### src/rtl/clk_en_sched_pkg.sv
// Shared types and default widths for the clock-enable scheduler.
// Optional square-wave outputs are selected by CLK_EN_SCHED_SQUARE_EN.
package clk_en_sched_pkg;

  localparam int CPreWDef  = 8;
  localparam int CPostWDef = 8;
  localparam int CChMax    = 8;

  typedef logic [$clog2(CChMax)-1:0] ch_idx_t;

  typedef struct packed {
    logic [CPostWDef-1:0] active;
    logic [CPostWDef-1:0] shadow;
    logic                 pending;
  } ch_cfg_t;

  // A single-channel build still needs a 1-bit select port.
  function automatic int unsigned sel_width(int unsigned n);
    return (n > 1) ? $clog2(n) : 1;
  endfunction

endpackage

### src/rtl/clk_en_sched_ch.sv
// One scheduler channel: post-divider counter, shadowed reload value and tick register.
// CLK_EN_SCHED_SQUARE_EN adds a divide-by-two square output per channel.
module clk_en_sched_ch
  import clk_en_sched_pkg::*;
#(
  parameter int CPostW = CPostWDef
) (
  input  logic              AClkH,
  input  logic              AResetH,
  input  logic              AClkHEn,
  input  logic              i_base,
  input  logic              i_en,
  input  logic              i_wr,
  input  logic [CPostW-1:0] i_data,
  output logic              o_pend,
  output logic              o_tick
`ifdef CLK_EN_SCHED_SQUARE_EN
  ,output logic             o_sq
`endif
);

  ch_cfg_t           r_cfg;
  logic [CPostW-1:0] r_cnt;
  logic              r_en_d;
  logic              r_tick;

  logic [CPostW-1:0] w_act;
  logic [CPostW-1:0] w_shd;
  logic              w_rise;
  logic              w_term;
  logic              w_apply;

  assign w_act  = CPostW'(r_cfg.active);
  assign w_shd  = CPostW'(r_cfg.shadow);
  assign w_rise = i_en && !r_en_d;
  // The enable-rise cycle only loads the counter, so it can never terminate a period.
  assign w_term = i_base && i_en && r_en_d && (r_cnt == '0);
  assign w_apply = r_cfg.pending && (w_term || !i_en);

  always_ff @(posedge AClkH) begin
    if (AResetH) begin
      r_cfg  <= '0;
      r_cnt  <= '0;
      r_en_d <= 1'b0;
      r_tick <= 1'b0;
    end else begin
      r_tick <= w_term;
      if (AClkHEn) begin
        r_en_d <= i_en;
        if (w_rise) begin
          r_cnt <= w_act;
        end else if (w_term) begin
          r_cnt <= w_apply ? w_shd : w_act;
        end else if (i_en && i_base) begin
          r_cnt <= r_cnt - CPostW'(1);
        end
        if (w_apply) begin
          r_cfg.active <= r_cfg.shadow;
        end
        // A write on the apply cycle keeps the flag: the old shadow is consumed now.
        if (i_wr) begin
          r_cfg.shadow  <= CPostWDef'(i_data);
          r_cfg.pending <= 1'b1;
        end else if (w_apply) begin
          r_cfg.pending <= 1'b0;
        end
      end
    end
  end

  assign o_pend = r_cfg.pending;
  assign o_tick = r_tick;

`ifdef CLK_EN_SCHED_SQUARE_EN
  logic r_sq;

  always_ff @(posedge AClkH) begin
    if (AResetH) begin
      r_sq <= 1'b0;
    end else if (w_term) begin
      r_sq <= ~r_sq;
    end
  end

  assign o_sq = r_sq;
`endif

endmodule

### src/rtl/clk_en_sched.sv
// Clock-enable scheduler: shared shadowed prescaler feeding CChCnt post-divider channels.
// Define CLK_EN_SCHED_SQUARE_EN to add the AClkSq square-wave outputs.
module clk_en_sched
  import clk_en_sched_pkg::*;
#(
  parameter int               CChCnt  = 4,
  parameter int               CPreW   = CPreWDef,
  parameter int               CPostW  = CPostWDef,
  parameter logic [CPreW-1:0] CPreRst = '0,
  localparam int              CSelW   = sel_width(CChCnt)
) (
  input  logic              AClkH,
  input  logic              AResetH,
  input  logic              AClkHEn,
  input  logic              APreWr,
  input  logic [CPreW-1:0]  APreData,
  input  logic              AChWr,
  input  logic [CSelW-1:0]  AChSel,
  input  logic [CPostW-1:0] AChData,
  input  logic [CChCnt-1:0] AChEn,
  output logic              ABusy,
  output logic              ABaseTick,
  output logic [CChCnt-1:0] ATick
`ifdef CLK_EN_SCHED_SQUARE_EN
  ,output logic [CChCnt-1:0] AClkSq
`endif
);

  logic [CPreW-1:0]  r_pre_cnt;
  logic [CPreW-1:0]  r_pre_act;
  logic [CPreW-1:0]  r_pre_shd;
  logic              r_pre_p;
  logic              r_base;

  logic              w_base;
  logic [CChCnt-1:0] w_wr;
  logic [CChCnt-1:0] w_pend;

  assign w_base = AClkHEn && (r_pre_cnt == '0);

  always_ff @(posedge AClkH) begin
    if (AResetH) begin
      r_pre_cnt <= CPreRst;
      r_pre_act <= CPreRst;
      r_pre_shd <= CPreRst;
      r_pre_p   <= 1'b0;
      r_base    <= 1'b0;
    end else begin
      r_base <= w_base;
      if (AClkHEn) begin
        if (w_base) begin
          r_pre_cnt <= r_pre_p ? r_pre_shd : r_pre_act;
          if (r_pre_p) begin
            r_pre_act <= r_pre_shd;
          end
        end else begin
          r_pre_cnt <= r_pre_cnt - CPreW'(1);
        end
        if (APreWr) begin
          r_pre_shd <= APreData;
          r_pre_p   <= 1'b1;
        end else if (w_base) begin
          r_pre_p <= 1'b0;
        end
      end
    end
  end

  for (genvar gi = 0; gi < CChCnt; gi++) begin : g_ch
    // Out-of-range selects match no channel and are dropped.
    assign w_wr[gi] = AChWr && (ch_idx_t'(AChSel) == ch_idx_t'(gi));

    clk_en_sched_ch #(
      .CPostW(CPostW)
    ) u_ch (
      .AClkH   (AClkH),
      .AResetH (AResetH),
      .AClkHEn (AClkHEn),
      .i_base  (w_base),
      .i_en    (AChEn[gi]),
      .i_wr    (w_wr[gi]),
      .i_data  (AChData),
      .o_pend  (w_pend[gi]),
      .o_tick  (ATick[gi])
`ifdef CLK_EN_SCHED_SQUARE_EN
      ,.o_sq   (AClkSq[gi])
`endif
    );
  end

  assign ABaseTick = r_base;
  assign ABusy     = r_pre_p || (|w_pend);

endmodule
### config.mk
export PLATFORM = sky130hd
export DESIGN_NAME = clk_en_sched
export DESIGN_NICKNAME = d
export VERILOG_FILES = /design/src/rtl/clk_en_sched_pkg.sv /design/src/rtl/clk_en_sched_ch.sv /design/src/rtl/clk_en_sched.sv
export SDC_FILE = /design/constraint.sdc
export NUM_CORES = 1
export LEC_CHECK = 0
export BUFFER_PORTS_ARGS = -buffer_cell sky130_fd_sc_hd__buf_2
export CAP_MARGIN = 20
export CORE_MARGIN = 2
export CORE_UTILIZATION = 60
export CTS_BUF_LIST = sky130_fd_sc_hd__clkbuf_8
export CTS_CLUSTER_DIAMETER = 40
export DETAILED_ROUTE_END_ITERATION = 12
export PLACE_DENSITY = 0.78
export SYNTH_ARGS = -nofsm -noshare
export SYNTH_HDL_FRONTEND = slang
export SYNTH_SLANG_ARGS = --single-unit
### constraint.sdc
create_clock -name AClkH -period 3.49 [get_ports AClkH]
set_input_delay 1.047 -clock AClkH [delete_from_list [all_inputs] [get_ports AClkH]]
set_output_delay 1.047 -clock AClkH [all_outputs]
set_load 0.01 [all_outputs]
==> run_summary.xml, run 1 <==
<?xml version="1.0" encoding="UTF-8"?>
<metrics>
  <group name="die">
    <metric name="die_y" unit="um">111</metric>
    <metric name="design.core.area" unit="sq um">11300</metric>
    <metric name="initial_core_util" unit="">0.609</metric>
    <metric name="rows" unit="">39</metric>
    <metric name="dieWidth" unit="um">111</metric>
    <metric name="io_pins" unit="">33</metric>
    <metric name="die-area" unit="sq um">12300</metric>
  </group>
  <group name="power">
    <metric name="switching_share" unit="">0.285</metric>
    <metric name="cellInternalPower" unit="mW">2.66</metric>
    <metric name="vdd.ir_drop.worst" unit="V">0.000435</metric>
    <metric name="switching_power" unit="mW">1.06</metric>
    <metric name="share_seq_of_total_power" unit="">0.449</metric>
    <metric name="p_leak" unit="nW">2.88</metric>
    <metric name="comb_power_share" unit="">0.158</metric>
    <metric name="power.density_cell_area" unit="nW/um^2">496</metric>
    <metric name="clock_group_share_of_total_power" unit="">0.392</metric>
  </group>
  <group name="drt">
    <metric name="drt-pass1-iter-count" unit="">5</metric>
    <metric name="vias_per_cell" unit="">6.20</metric>
    <metric name="routed-via-count" unit="">6072</metric>
    <metric name="drc_errors" unit="">0</metric>
    <metric name="drt-initial-drc-count" unit="">566</metric>
    <metric name="wl" unit="um">17000</metric>
    <metric name="detail_route.wl_per_cell" unit="um">17.4</metric>
    <metric name="ant_nets" unit="">0</metric>
  </group>
  <group name="sta">
    <metric name="setup_violations" unit="">0</metric>
    <metric name="period_share" unit="">0.755</metric>
    <metric name="worst-slew-pin-transition" unit="ns">0.706</metric>
    <metric name="slew_violations" unit="">0</metric>
    <metric name="slew_headroom" unit="">0.526</metric>
    <metric name="finClkSkew" unit="ns">0.0104</metric>
    <metric name="final.min_clock_period" unit="ns">2.63</metric>
    <metric name="hold_viol" unit="">0</metric>
    <metric name="max_freq" unit="MHz">380</metric>
    <metric name="setup-tns-final" unit="ns">0</metric>
    <metric name="rsz0062_at_grt" unit="">false</metric>
  </group>
  <group name="cells_and_area">
    <metric name="flow.area_growth_from_synthesis" unit="%">9.39</metric>
    <metric name="final_area" unit="sq um">7510</metric>
    <metric name="antenna-diode-count" unit="">0</metric>
    <metric name="nNetsFinal" unit="">861</metric>
    <metric name="final_common_cell" unit="">sky130_fd_sc_hd__dfxtp_1</metric>
    <metric name="final_cell_mix" unit="">sky130_fd_sc_hd__dfxtp_1, sky130_fd_sc_hd__nand2_1, sky130_fd_sc_hd__a21oi_1</metric>
    <metric name="multi_input_comb_area" unit="sq um">3920</metric>
    <metric name="drive_gt1_frac" unit="">0.140</metric>
    <metric name="final-seq-area" unit="sq um">2680</metric>
    <metric name="fill_cells" unit="">905</metric>
  </group>
  <group name="global_routing">
    <metric name="number_of_antenna_violations_at_the_first_check_in_global_routing" unit="">0</metric>
    <metric name="globalRouteOverflowTotal" unit="">0</metric>
    <metric name="largest_net_degree_at_the_start_of_global_routing" unit="">61</metric>
    <metric name="global_route.usage.total" unit="">0.282</metric>
    <metric name="number_of_global_route_vias_before_repair" unit="">5896</metric>
    <metric name="grt_pass1_wl" unit="um">28200</metric>
  </group>
  <group name="setup_path">
    <metric name="cp_num_buf_inv" unit="">1</metric>
    <metric name="setup.worst_path.class" unit="">reg -&gt; reg</metric>
    <metric name="cp_data_arrival_time" unit="ns">3.02</metric>
    <metric name="endpoint_kind" unit="">flip-flop</metric>
    <metric name="reg2reg_depth" unit="">7</metric>
    <metric name="critical_path_peak_fanout" unit="">17</metric>
    <metric name="crit_path_cell_trace" unit="">inv_1 -&gt; ha_1 -&gt; nor4bb_1 -&gt; nand2_4 -&gt; or4_4 -&gt; nand3b_4 -&gt; a311oi_2</metric>
    <metric name="slowest_stage" unit="">sky130_fd_sc_hd__or4_4</metric>
    <metric name="timing.rr.start" unit="">r_pre_cnt[0]</metric>
    <metric name="setup.worst_path.start_class" unit="">flip-flop</metric>
    <metric name="cp_data_required_time" unit="ns">3.87</metric>
    <metric name="reg2reg_slack" unit="ns">0.86</metric>
    <metric name="max_stage_delay" unit="ns">0.66</metric>
    <metric name="worst_r2r_endpoint" unit="">g_ch[1].u_ch.r_cnt[2]</metric>
    <metric name="path_delay_family" unit="">simple AND/OR/NAND/NOR gates</metric>
  </group>
  <group name="clocking">
    <metric name="cts_max_path_buffers" unit="">2</metric>
    <metric name="clkSlewWorstSetupHoldPaths" unit="ns">0.08</metric>
    <metric name="h_tree_depth" unit="">4</metric>
    <metric name="tritoncts.num_buffers" unit="">17</metric>
    <metric name="cts-resized-gates" unit="">0</metric>
    <metric name="cts.sink_count" unit="">134</metric>
    <metric name="clock_tree_from_tritoncts" unit="">built</metric>
    <metric name="cts.repair_timing.setup_buffer_count" unit="">0</metric>
    <metric name="ctsRootBufferMaster" unit="">sky130_fd_sc_hd__clkbuf_8</metric>
    <metric name="clk_latency_worst_skew_pair" unit="ns">0.46</metric>
    <metric name="hold_buffers" unit="">0</metric>
  </group>
  <group name="synthesis">
    <metric name="syn_avg_cell_area" unit="sq um">8.43</metric>
    <metric name="yosysWarnings" unit="">0</metric>
    <metric name="number_of_different_library_cells_in_the_post_synthesis_netlist" unit="">60</metric>
    <metric name="postSynthNetCount" unit="">851</metric>
    <metric name="synth-seq-area-share" unit="">0.391</metric>
    <metric name="post_synth_instance_area" unit="sq um">6860</metric>
    <metric name="yosys_most_used_dff" unit="">sky130_fd_sc_hd__dfxtp_1</metric>
    <metric name="synth_enable_flop_cells" unit="">0</metric>
    <metric name="synthesis.instances" unit="">814</metric>
    <metric name="ys_seq_elements" unit="">134</metric>
    <metric name="async_set_or_reset_register_ratio_after_synthesis" unit="">0</metric>
  </group>
  <group name="placement">
    <metric name="portBuffers" unit="">32</metric>
    <metric name="gp_congestion" unit="">0.878</metric>
    <metric name="post-dp-hpwl" unit="um">11500</metric>
    <metric name="placement.cell_area" unit="sq um">7060</metric>
  </group>
  <group name="min_path">
    <metric name="hold_end" unit="">r_pre_act[0]</metric>
    <metric name="worst_hold_startpoint" unit="">r_pre_act[0]</metric>
    <metric name="class_of_the_tightest_hold_or_removal_check" unit="">reg -&gt; reg</metric>
    <metric name="hold_depth" unit="">2</metric>
  </group>
  <group name="flow_run">
    <metric name="maxCapViolations" unit="">0</metric>
  </group>
  <group name="run_status">
    <metric name="status" unit="">finished clean</metric>
  </group>
</metrics>
==> registers in the layout, summed over array words and instances (netlist names), 8 cells and up <==
register         count
g_ch.u_ch.r_cnt     32
g_ch.u_ch.w_act     32
g_ch.u_ch.w_shd     32
r_pre_act            8
r_pre_cnt            8
r_pre_shd            8
==> kinds of logic (layout without fill, tap and decap cells) <==
logic type	Yosys count	in the layout	synth area share
buffers and inverters	64	86	0.0385
adders and majority gates	10	10	0.0182
DFF	134	134	0.391
xor gates and xnor gates	18	18	0.0230
muxes	81	81	0.123
and+or+nand+nor	318	318	0.235
AOI/OAI and AO/OA	189	189	0.172
==> metal layers <==
layer | vias to the layer above | track usage | wire length (um)
met5 | - | 0 | 0
met4 | 0 | 0.140 | 607
met3 | 41 | 0.0585 | 876
met2 | 186 | 0.452 | 7930
met1 | 2910 | 0.362 | 7610
li1 | 2935 | - | -
==> worst register-to-register path: stages, from the launching register on <==
cell and delay, ns:
sky130_fd_sc_hd__dfxtp_1 0.34, sky130_fd_sc_hd__inv_1 0.10, sky130_fd_sc_hd__ha_1 0.20, sky130_fd_sc_hd__nor4bb_1 0.55
sky130_fd_sc_hd__nand2_4 0.28, sky130_fd_sc_hd__or4_4 0.66, sky130_fd_sc_hd__nand3b_4 0.18, sky130_fd_sc_hd__a311oi_2 0.24
==> metrics by stage <==
stage | hold WS (ns) | cells | setup slack, ns | total power, mW | util
floorplan | 0.433 | 814 | 0.749 | 2.11 | -
global placement | 0.444 | 948 | 0.440 | 2.26 | 0.627
detailed placement | 0.449 | 948 | 0.413 | 2.28 | 0.627
CTS | 0.459 | 979 | 0.863 | 3.72 | 0.666
global route | 0.491 | 979 | 0.721 | 3.87 | 0.666
finish | 0.461 | 979 | 0.857 | 3.72 | 0.666
==> worst max path at each step <==
stage          cells past startpoint         start  slack [ns]                     to
4_1_cts                            7  r_pre_cnt[0]        0.86  g_ch[1].u_ch.r_cnt[2]
2_1_floorplan                      7       AClkHEn        0.75  g_ch[1].u_ch.r_cnt[2]
5_1_grt                            8  r_pre_cnt[0]        0.72  g_ch[0].u_ch.r_cnt[4]
3_3_place_gp                       6       AClkHEn        0.44  g_ch[1].u_ch.r_cnt[2]
3_5_place_dp                       6       AClkHEn        0.41  g_ch[1].u_ch.r_cnt[2]
6_report                           7  r_pre_cnt[0]        0.86  g_ch[1].u_ch.r_cnt[2]
==> synthesized netlist by cell type, types with 4 or more instances <==
library cell / count / area [sq um]
sky130_fd_sc_hd__mux2i_1: 57 / 571
sky130_fd_sc_hd__nor3_1: 6 / 30.0
sky130_fd_sc_hd__or3_1: 4 / 25.0
sky130_fd_sc_hd__nor2b_1: 9 / 56.3
sky130_fd_sc_hd__nand2b_1: 11 / 68.8
sky130_fd_sc_hd__nor4bb_1: 4 / 40.0
sky130_fd_sc_hd__inv_1: 13 / 48.8
sky130_fd_sc_hd__o22ai_1: 18 / 113
sky130_fd_sc_hd__xnor2_1: 9 / 78.8
sky130_fd_sc_hd__a31oi_1: 6 / 37.5
sky130_fd_sc_hd__nand3_1: 28 / 140
sky130_fd_sc_hd__buf_4: 4 / 30.0
sky130_fd_sc_hd__o21bai_1: 7 / 52.6
sky130_fd_sc_hd__xor2_1: 9 / 78.8
sky130_fd_sc_hd__or4_1: 8 / 60.1
sky130_fd_sc_hd__mux2_2: 24 / 270
sky130_fd_sc_hd__ha_1: 10 / 125
sky130_fd_sc_hd__nand2_1: 112 / 420
sky130_fd_sc_hd__a21o_1: 6 / 45.0
sky130_fd_sc_hd__or2_2: 8 / 50.1
sky130_fd_sc_hd__dfxtp_1: 134 / 2680
sky130_fd_sc_hd__a21oi_1: 85 / 425
sky130_fd_sc_hd__o31ai_1: 5 / 37.5
sky130_fd_sc_hd__a2111oi_0: 4 / 35.0
sky130_fd_sc_hd__a311oi_1: 6 / 52.6
sky130_fd_sc_hd__buf_1: 4 / 15.0
sky130_fd_sc_hd__clkbuf_1: 41 / 154
sky130_fd_sc_hd__nor4_1: 6 / 37.5
sky130_fd_sc_hd__nor3b_1: 19 / 143
sky130_fd_sc_hd__nor2_1: 76 / 285
sky130_fd_sc_hd__o21ai_0: 22 / 110
sky130_fd_sc_hd__a211oi_1: 9 / 67.6
==> power by group through the flow <==
stage               clock, mW  sequential (mW)  combinational (mW)
floorplan                   0             1.67               0.436
global placement            0             1.70               0.557
detailed placement          0             1.70               0.576
CTS                      1.47             1.67               0.581
global route             1.54             1.68               0.648
finish                   1.46             1.67               0.590
==> area by class of cell <==
cell class	instances	area share
Clock buffer	17	0.0312
Clock inverter	14	0.0278
Inverter	13	0.00650
Multi-Input combinational cell	616	0.522
Sequential cell	134	0.357
Tap cell	143	0.0238
Timing Repair Buffer	42	0.0317
No activity file was read; power rests on OpenSTA's default activity.
==> inputs of run 2 (changes only) <==
Clock period 3.49 ns to 2.5 ns, I/O delays scaled along.
==> run 2 against run 1 <==
- clock power increased by 7%
- power is 28% higher
- final area rose by 2.1%
- critical path depth grew 3
- fmax is 13% higher
- sequential cell count unchanged
- setup slack worse by 0.68 ns
- clock skew increased by 0.00090 ns
- critical endpoint is now g_ch[0].u_ch.r_cnt[4]
==> run_summary.xml, run 2 (synthesized netlist as in run 1, its figures left out) <==
<?xml version="1.0" encoding="UTF-8"?>
<metrics>
  <group name="run_status">
    <metric name="status" unit="">finished clean</metric>
  </group>
  <group name="setup_path">
    <metric name="max_stage_delay" unit="ns">0.34</metric>
    <metric name="cp_data_arrival_time" unit="ns">2.64</metric>
    <metric name="crit_path_cell_trace" unit="">inv_1 -&gt; ha_1 -&gt; nor4bb_1 -&gt; buf_4 -&gt; nand2_4 -&gt; buf_12 -&gt; nor4_4 -&gt; buf_4 -&gt; mux2i_1 -&gt; o22ai_1</metric>
    <metric name="slowest_stage" unit="">sky130_fd_sc_hd__dfxtp_1</metric>
    <metric name="critical_path_peak_fanout" unit="">9</metric>
    <metric name="setup.worst_path.start_class" unit="">flip-flop</metric>
    <metric name="cp_num_buf_inv" unit="">4</metric>
    <metric name="setup.worst_path.class" unit="">reg -&gt; reg</metric>
    <metric name="path_delay_family" unit="">buffers and inverters</metric>
    <metric name="cp_data_required_time" unit="ns">2.81</metric>
    <metric name="endpoint_kind" unit="">flip-flop</metric>
    <metric name="crit_top_cell" unit="">sky130_fd_sc_hd__buf_4</metric>
  </group>
  <group name="cells_and_area">
    <metric name="multi_input_comb_area" unit="sq um">3920</metric>
    <metric name="drive_gt1_frac" unit="">0.162</metric>
    <metric name="nNetsFinal" unit="">891</metric>
    <metric name="flow.area_growth_from_synthesis" unit="%">11.6</metric>
    <metric name="fill_cells" unit="">902</metric>
    <metric name="final_common_cell" unit="">sky130_fd_sc_hd__dfxtp_1</metric>
    <metric name="final_cells" unit="">1008</metric>
    <metric name="final-seq-area" unit="sq um">2680</metric>
    <metric name="final_core_utilization" unit="">0.680</metric>
    <metric name="final_cell_mix" unit="">sky130_fd_sc_hd__dfxtp_1, sky130_fd_sc_hd__nand2_1, sky130_fd_sc_hd__a21oi_1</metric>
    <metric name="final_area" unit="sq um">7660</metric>
    <metric name="antenna-diode-count" unit="">0</metric>
  </group>
  <group name="drt">
    <metric name="ant_nets" unit="">0</metric>
    <metric name="drt-pass1-iter-count" unit="">5</metric>
    <metric name="drc_errors" unit="">0</metric>
    <metric name="routed-via-count" unit="">6169</metric>
    <metric name="vias_per_cell" unit="">6.12</metric>
    <metric name="detail_route.wl_per_cell" unit="um">16.9</metric>
    <metric name="drt-initial-drc-count" unit="">509</metric>
    <metric name="wl" unit="um">17000</metric>
  </group>
  <group name="global_routing">
    <metric name="grt_pass1_wl" unit="um">28400</metric>
    <metric name="number_of_antenna_violations_at_the_first_check_in_global_routing" unit="">0</metric>
    <metric name="globalRouteOverflowTotal" unit="">0</metric>
    <metric name="global_route.usage.total" unit="">0.281</metric>
    <metric name="number_of_global_route_vias_before_repair" unit="">5906</metric>
    <metric name="largest_net_degree_at_the_start_of_global_routing" unit="">76</metric>
  </group>
  <group name="sta">
    <metric name="hold_viol" unit="">0</metric>
    <metric name="final.min_clock_period" unit="ns">2.33</metric>
    <metric name="setup-tns-final" unit="ns">0</metric>
    <metric name="period_share" unit="">0.931</metric>
    <metric name="finClkSkew" unit="ns">0.0113</metric>
    <metric name="rsz0062_at_grt" unit="">false</metric>
    <metric name="setup_violations" unit="">0</metric>
    <metric name="worst_hold_slack" unit="ns">0.456</metric>
    <metric name="worst-slew-pin-transition" unit="ns">0.571</metric>
    <metric name="slew_headroom" unit="">0.619</metric>
    <metric name="slew_violations" unit="">0</metric>
    <metric name="max_freq" unit="MHz">430</metric>
  </group>
  <group name="clocking">
    <metric name="cts-resized-gates" unit="">0</metric>
    <metric name="h_tree_depth" unit="">4</metric>
    <metric name="clock_tree_from_tritoncts" unit="">built</metric>
    <metric name="ctsRootBufferMaster" unit="">sky130_fd_sc_hd__clkbuf_8</metric>
    <metric name="cts.repair_timing.setup_buffer_count" unit="">0</metric>
    <metric name="hold_buffers" unit="">0</metric>
    <metric name="cts_max_path_buffers" unit="">2</metric>
    <metric name="clk_latency_worst_skew_pair" unit="ns">0.44</metric>
    <metric name="tritoncts.num_buffers" unit="">17</metric>
    <metric name="cts.sink_count" unit="">134</metric>
    <metric name="clkSlewWorstSetupHoldPaths" unit="ns">0.07</metric>
  </group>
  <group name="die">
    <metric name="die_y" unit="um">111</metric>
    <metric name="io_pins" unit="">33</metric>
    <metric name="design.core.area" unit="sq um">11300</metric>
    <metric name="initial_core_util" unit="">0.609</metric>
    <metric name="rows" unit="">39</metric>
    <metric name="dieWidth" unit="um">111</metric>
    <metric name="die-area" unit="sq um">12300</metric>
  </group>
  <group name="placement">
    <metric name="gp_congestion" unit="">0.886</metric>
    <metric name="post-dp-hpwl" unit="um">12000</metric>
    <metric name="numPlacedInstances" unit="">978</metric>
    <metric name="placement.cell_area" unit="sq um">7330</metric>
    <metric name="portBuffers" unit="">32</metric>
  </group>
  <group name="min_path">
    <metric name="class_of_the_tightest_hold_or_removal_check" unit="">reg -&gt; reg</metric>
  </group>
  <group name="power">
    <metric name="vdd.ir_drop.worst" unit="V">0.000657</metric>
    <metric name="power.density_cell_area" unit="nW/um^2">624</metric>
    <metric name="p_leak" unit="nW">3.01</metric>
  </group>
  <group name="flow_run">
    <metric name="maxCapViolations" unit="">0</metric>
  </group>
</metrics>
## run 2: changes by cell type in the layout (fill, tap and decap cells not counted), sizes merged
cell and delta:
buf +30, inv +6, bufinv -4, clkinv -4, clkbuf +2, clkinvlp -1
## run 2: final cells by class
type                       count  area share
multi-input combinational    616       0.511
sequential                   134       0.350
timing repair buffer          72      0.0653
clock buffer                  19      0.0341
tap                          143      0.0234
clock inverter                11     0.00947
inverter                      13     0.00637
## run 2: power by group
part	total, mW	leakage, nW	switching (mW)	internal [mW]
clock	1.56	0.198	0.767	0.797
sequential	2.32	1.09	0.101	2.22
combinational	0.898	1.73	0.518	0.380
total	4.78	3.01	1.39	3.40
## run 2: worst reg2reg max path: stages, from the launching register on
cell and delay, ns:
sky130_fd_sc_hd__dfxtp_1 0.34, sky130_fd_sc_hd__inv_1 0.11, sky130_fd_sc_hd__ha_1 0.19, sky130_fd_sc_hd__nor4bb_1 0.31, sky130_fd_sc_hd__buf_4 0.18, sky130_fd_sc_hd__nand2_4 0.07, sky130_fd_sc_hd__buf_12 0.16, sky130_fd_sc_hd__nor4_4 0.28
sky130_fd_sc_hd__buf_4 0.23, sky130_fd_sc_hd__mux2i_1 0.24, sky130_fd_sc_hd__o22ai_1 0.11
## run 2: final timing paths
| check | depth (start not counted) | startpoint | endpoint | slack, ns |
|---|---|---|---|---|
| worst min-delay path | 2 | r_pre_shd[4] | r_pre_shd[4] | 0.46 |
| worst min register to register | 2 | r_pre_shd[4] | r_pre_shd[4] | 0.46 |
| worst max-delay path | 10 | r_pre_cnt[0] | g_ch[0].u_ch.r_cnt[4] | 0.17 |
| worst max register to register | 10 | r_pre_cnt[0] | g_ch[0].u_ch.r_cnt[4] | 0.17 |
## run 2: per-stage QoR
stage	power [mW]	worst slack, ns
after floorplan	2.94	0.0556
after global placement	3.21	0.0650
after detailed placement	3.24	0.0149
after CTS	4.79	0.186
after global routing	4.99	0.0199
final	4.78	0.173
## run 2: per-layer routing
layer / up-vias / GRT usage / wire [um]
li1: 2994 / - / -
met5: - / 0 / 0
met1: 2942 / 0.358 / 7550
met2: 189 / 0.464 / 8150
met3: 44 / 0.0640 / 892
met4: 0 / 0.114 / 448
==> inputs of run 3 (changes only) <==
Settings changed: SETUP_SLACK_MARGIN set to 0.3.
==> run 3 against run 2 <==
- via count is 1.3% higher
- first-iteration DRC count down 13%
- sequential cell count unchanged
- register-to-register slack improved by 0.17 ns
- clock power rose by 15%
- combinational power rose by 9.5%
- die area unchanged
- cell count grew 1.4%
- utilization increased by 1.8 points
- routed wire length grew 3.4%
- worst hold slack improved by 0.00097 ns
- sequential power about the same
==> run_summary.xml, run 3 (synthesized netlist as in run 1, its figures left out) <==
<?xml version="1.0" encoding="UTF-8"?>
<metrics>
  <group name="die">
    <metric name="die_y" unit="um">111</metric>
    <metric name="dieWidth" unit="um">111</metric>
    <metric name="initial_core_util" unit="">0.609</metric>
    <metric name="design.core.area" unit="sq um">11300</metric>
    <metric name="io_pins" unit="">33</metric>
    <metric name="rows" unit="">39</metric>
    <metric name="die-area" unit="sq um">12300</metric>
  </group>
  <group name="setup_path">
    <metric name="cp_data_arrival_time" unit="ns">2.47</metric>
    <metric name="crit_path_cell_trace" unit="">inv_2 -&gt; ha_4 -&gt; nor4bb_4 -&gt; buf_4 -&gt; buf_4 -&gt; and3_1 -&gt; buf_4 -&gt; a41oi_2 -&gt; buf_6 -&gt; mux2i_2 -&gt; nor2_1</metric>
    <metric name="endpoint_kind" unit="">flip-flop</metric>
    <metric name="cp_num_buf_inv" unit="">5</metric>
    <metric name="crit_top_cell" unit="">sky130_fd_sc_hd__buf_4</metric>
    <metric name="critical_path_peak_fanout" unit="">5</metric>
    <metric name="max_stage_delay" unit="ns">0.37</metric>
    <metric name="setup.worst_path.class" unit="">reg -&gt; reg</metric>
    <metric name="path_delay_family" unit="">buffers and inverters</metric>
    <metric name="setup.worst_path.start_class" unit="">flip-flop</metric>
    <metric name="timing.rr.start" unit="">r_pre_cnt[0]</metric>
    <metric name="worst_r2r_endpoint" unit="">g_ch[3].u_ch.w_act[3]</metric>
    <metric name="cp_data_required_time" unit="ns">2.82</metric>
    <metric name="slowest_stage" unit="">sky130_fd_sc_hd__dfxtp_2</metric>
    <metric name="reg2reg_slack" unit="ns">0.34</metric>
    <metric name="reg2reg_depth" unit="">11</metric>
  </group>
  <group name="sta">
    <metric name="setup_violations" unit="">0</metric>
    <metric name="hold_viol" unit="">0</metric>
    <metric name="max_freq" unit="MHz">464</metric>
    <metric name="period_share" unit="">0.862</metric>
    <metric name="slew_violations" unit="">0</metric>
    <metric name="rsz0062_at_grt" unit="">true</metric>
    <metric name="final.min_clock_period" unit="ns">2.16</metric>
    <metric name="worst-slew-pin-transition" unit="ns">0.567</metric>
    <metric name="finClkSkew" unit="ns">0.00790</metric>
    <metric name="setup-tns-final" unit="ns">0</metric>
    <metric name="slew_headroom" unit="">0.612</metric>
  </group>
  <group name="clocking">
    <metric name="clock_tree_from_tritoncts" unit="">built</metric>
    <metric name="cts.sink_count" unit="">134</metric>
    <metric name="ctsRootBufferMaster" unit="">sky130_fd_sc_hd__clkbuf_8</metric>
    <metric name="hold_buffers" unit="">0</metric>
    <metric name="tritoncts.num_buffers" unit="">17</metric>
    <metric name="clkSlewWorstSetupHoldPaths" unit="ns">0.08</metric>
    <metric name="clk_latency_worst_skew_pair" unit="ns">0.45</metric>
    <metric name="h_tree_depth" unit="">4</metric>
    <metric name="cts_max_path_buffers" unit="">2</metric>
  </group>
  <group name="power">
    <metric name="vdd.ir_drop.worst" unit="V">0.000593</metric>
    <metric name="p_leak" unit="nW">3.07</metric>
    <metric name="power.density_cell_area" unit="nW/um^2">648</metric>
  </group>
  <group name="placement">
    <metric name="portBuffers" unit="">32</metric>
    <metric name="post-dp-hpwl" unit="um">12200</metric>
    <metric name="gp_congestion" unit="">0.890</metric>
  </group>
  <group name="run_status">
    <metric name="status" unit="">finished clean</metric>
  </group>
  <group name="global_routing">
    <metric name="largest_net_degree_at_the_start_of_global_routing" unit="">61</metric>
    <metric name="number_of_antenna_violations_at_the_first_check_in_global_routing" unit="">0</metric>
    <metric name="global_route.usage.total" unit="">0.291</metric>
    <metric name="number_of_global_route_vias_before_repair" unit="">6112</metric>
    <metric name="grt_pass1_wl" unit="um">29200</metric>
    <metric name="globalRouteOverflowTotal" unit="">0</metric>
  </group>
  <group name="min_path">
    <metric name="class_of_the_tightest_hold_or_removal_check" unit="">reg -&gt; reg</metric>
    <metric name="hold_depth" unit="">2</metric>
    <metric name="worst_hold_startpoint" unit="">r_pre_shd[1]</metric>
    <metric name="hold_end" unit="">r_pre_shd[1]</metric>
  </group>
  <group name="cells_and_area">
    <metric name="nNetsFinal" unit="">903</metric>
    <metric name="flow.area_growth_from_synthesis" unit="%">14.5</metric>
    <metric name="final_cell_mix" unit="">sky130_fd_sc_hd__dfxtp_1, sky130_fd_sc_hd__nand2_1, sky130_fd_sc_hd__a21oi_1</metric>
    <metric name="drive_gt1_frac" unit="">0.195</metric>
    <metric name="antenna-diode-count" unit="">0</metric>
    <metric name="final_core_utilization" unit="">0.697</metric>
    <metric name="fill_cells" unit="">854</metric>
    <metric name="final_common_cell" unit="">sky130_fd_sc_hd__dfxtp_1</metric>
  </group>
  <group name="drt">
    <metric name="drt-initial-drc-count" unit="">441</metric>
    <metric name="ant_nets" unit="">0</metric>
    <metric name="vias_per_cell" unit="">6.11</metric>
    <metric name="routed-via-count" unit="">6249</metric>
    <metric name="drc_errors" unit="">0</metric>
    <metric name="wl" unit="um">17600</metric>
    <metric name="drt-pass1-iter-count" unit="">5</metric>
    <metric name="detail_route.wl_per_cell" unit="um">17.2</metric>
  </group>
  <group name="flow_run">
    <metric name="maxCapViolations" unit="">0</metric>
  </group>
</metrics>
-- run 3: where the power goes --
group	switching, mW	internal, mW	total, mW
logic	0.543	0.440	0.983
clock network	0.859	0.930	1.79
registers	0.104	2.22	2.32
total	1.51	3.59	5.10
-- run 3: final cells by class --
class	instances	area (sq um)	area share
clock buffer	19	262	0.0333
timing repair buffer	84	583	0.0742
multi-input combinational	616	3970	0.505
tap	143	179	0.0228
inverter	13	48.8	0.00621
sequential	134	2690	0.342
clock inverter	13	133	0.0169
-- run 3: worst min-delay path, delay by kind of cell (launching register included) --
kind | cells | cell delay, ns
AO/OA/AOI/OAI | 1 | 0.05
flip-flops | 1 | 0.31
AND/OR/NAND/NOR | 1 | 0.05
-- run 3: timing repair --
| item | CTS | global route |
|---|---|---|
| endpoints found under the setup margin | 22 | 27 |
| gates cloned | 1 | 0 |
| pin swaps | 5 | 5 |
| setup buffers | 5 | 1 |
| gates resized for setup | 15 | 5 |
-- run 3: stage by stage --
| step | cell area (sq um) | worst slack (ns) | power, mW | hold slack, ns | cells |
|---|---|---|---|---|---|
| after floorplan | 6870 | 0.209 | 2.95 | 0.433 | 814 |
| after global placement | 7340 | 0.120 | 3.22 | 0.445 | 983 |
| after detailed placement | 7340 | 0.0132 | 3.25 | 0.450 | 983 |
| after CTS | 7830 | 0.313 | 5.08 | 0.460 | 1021 |
| after global routing | 7860 | 0.276 | 5.31 | 0.487 | 1022 |
| final | 7860 | 0.345 | 5.10 | 0.457 | 1022 |
-- run 3: worst max path at each step --
stage / startpoint / endpoint / slack (ns) / cells after the start
final: r_pre_cnt[0] / g_ch[3].u_ch.w_act[3] / 0.34 / 11
after global routing: r_pre_cnt[0] / g_ch[3].u_ch.w_act[3] / 0.28 / 11
after CTS: r_pre_cnt[1] / g_ch[3].u_ch.w_act[0] / 0.31 / 11
after floorplan: AClkHEn / g_ch[1].u_ch.r_cnt[2] / 0.21 / 7
after detailed placement: AClkHEn / g_ch[0].u_ch.r_cnt[2] / 0.01 / 9
after global placement: AClkHEn / g_ch[1].u_ch.r_cnt[2] / 0.12 / 7
-- run 3: routing by layer --
layer  track usage  up-vias  share of wire  routed length (um)
met5             0        -              0                   0
met4         0.132        0          0.031                 541
met1         0.362     2976           0.44                7770
met3        0.0623       46          0.047                 830
met2         0.485      198           0.48                8470
li1              -     3029              -                   -
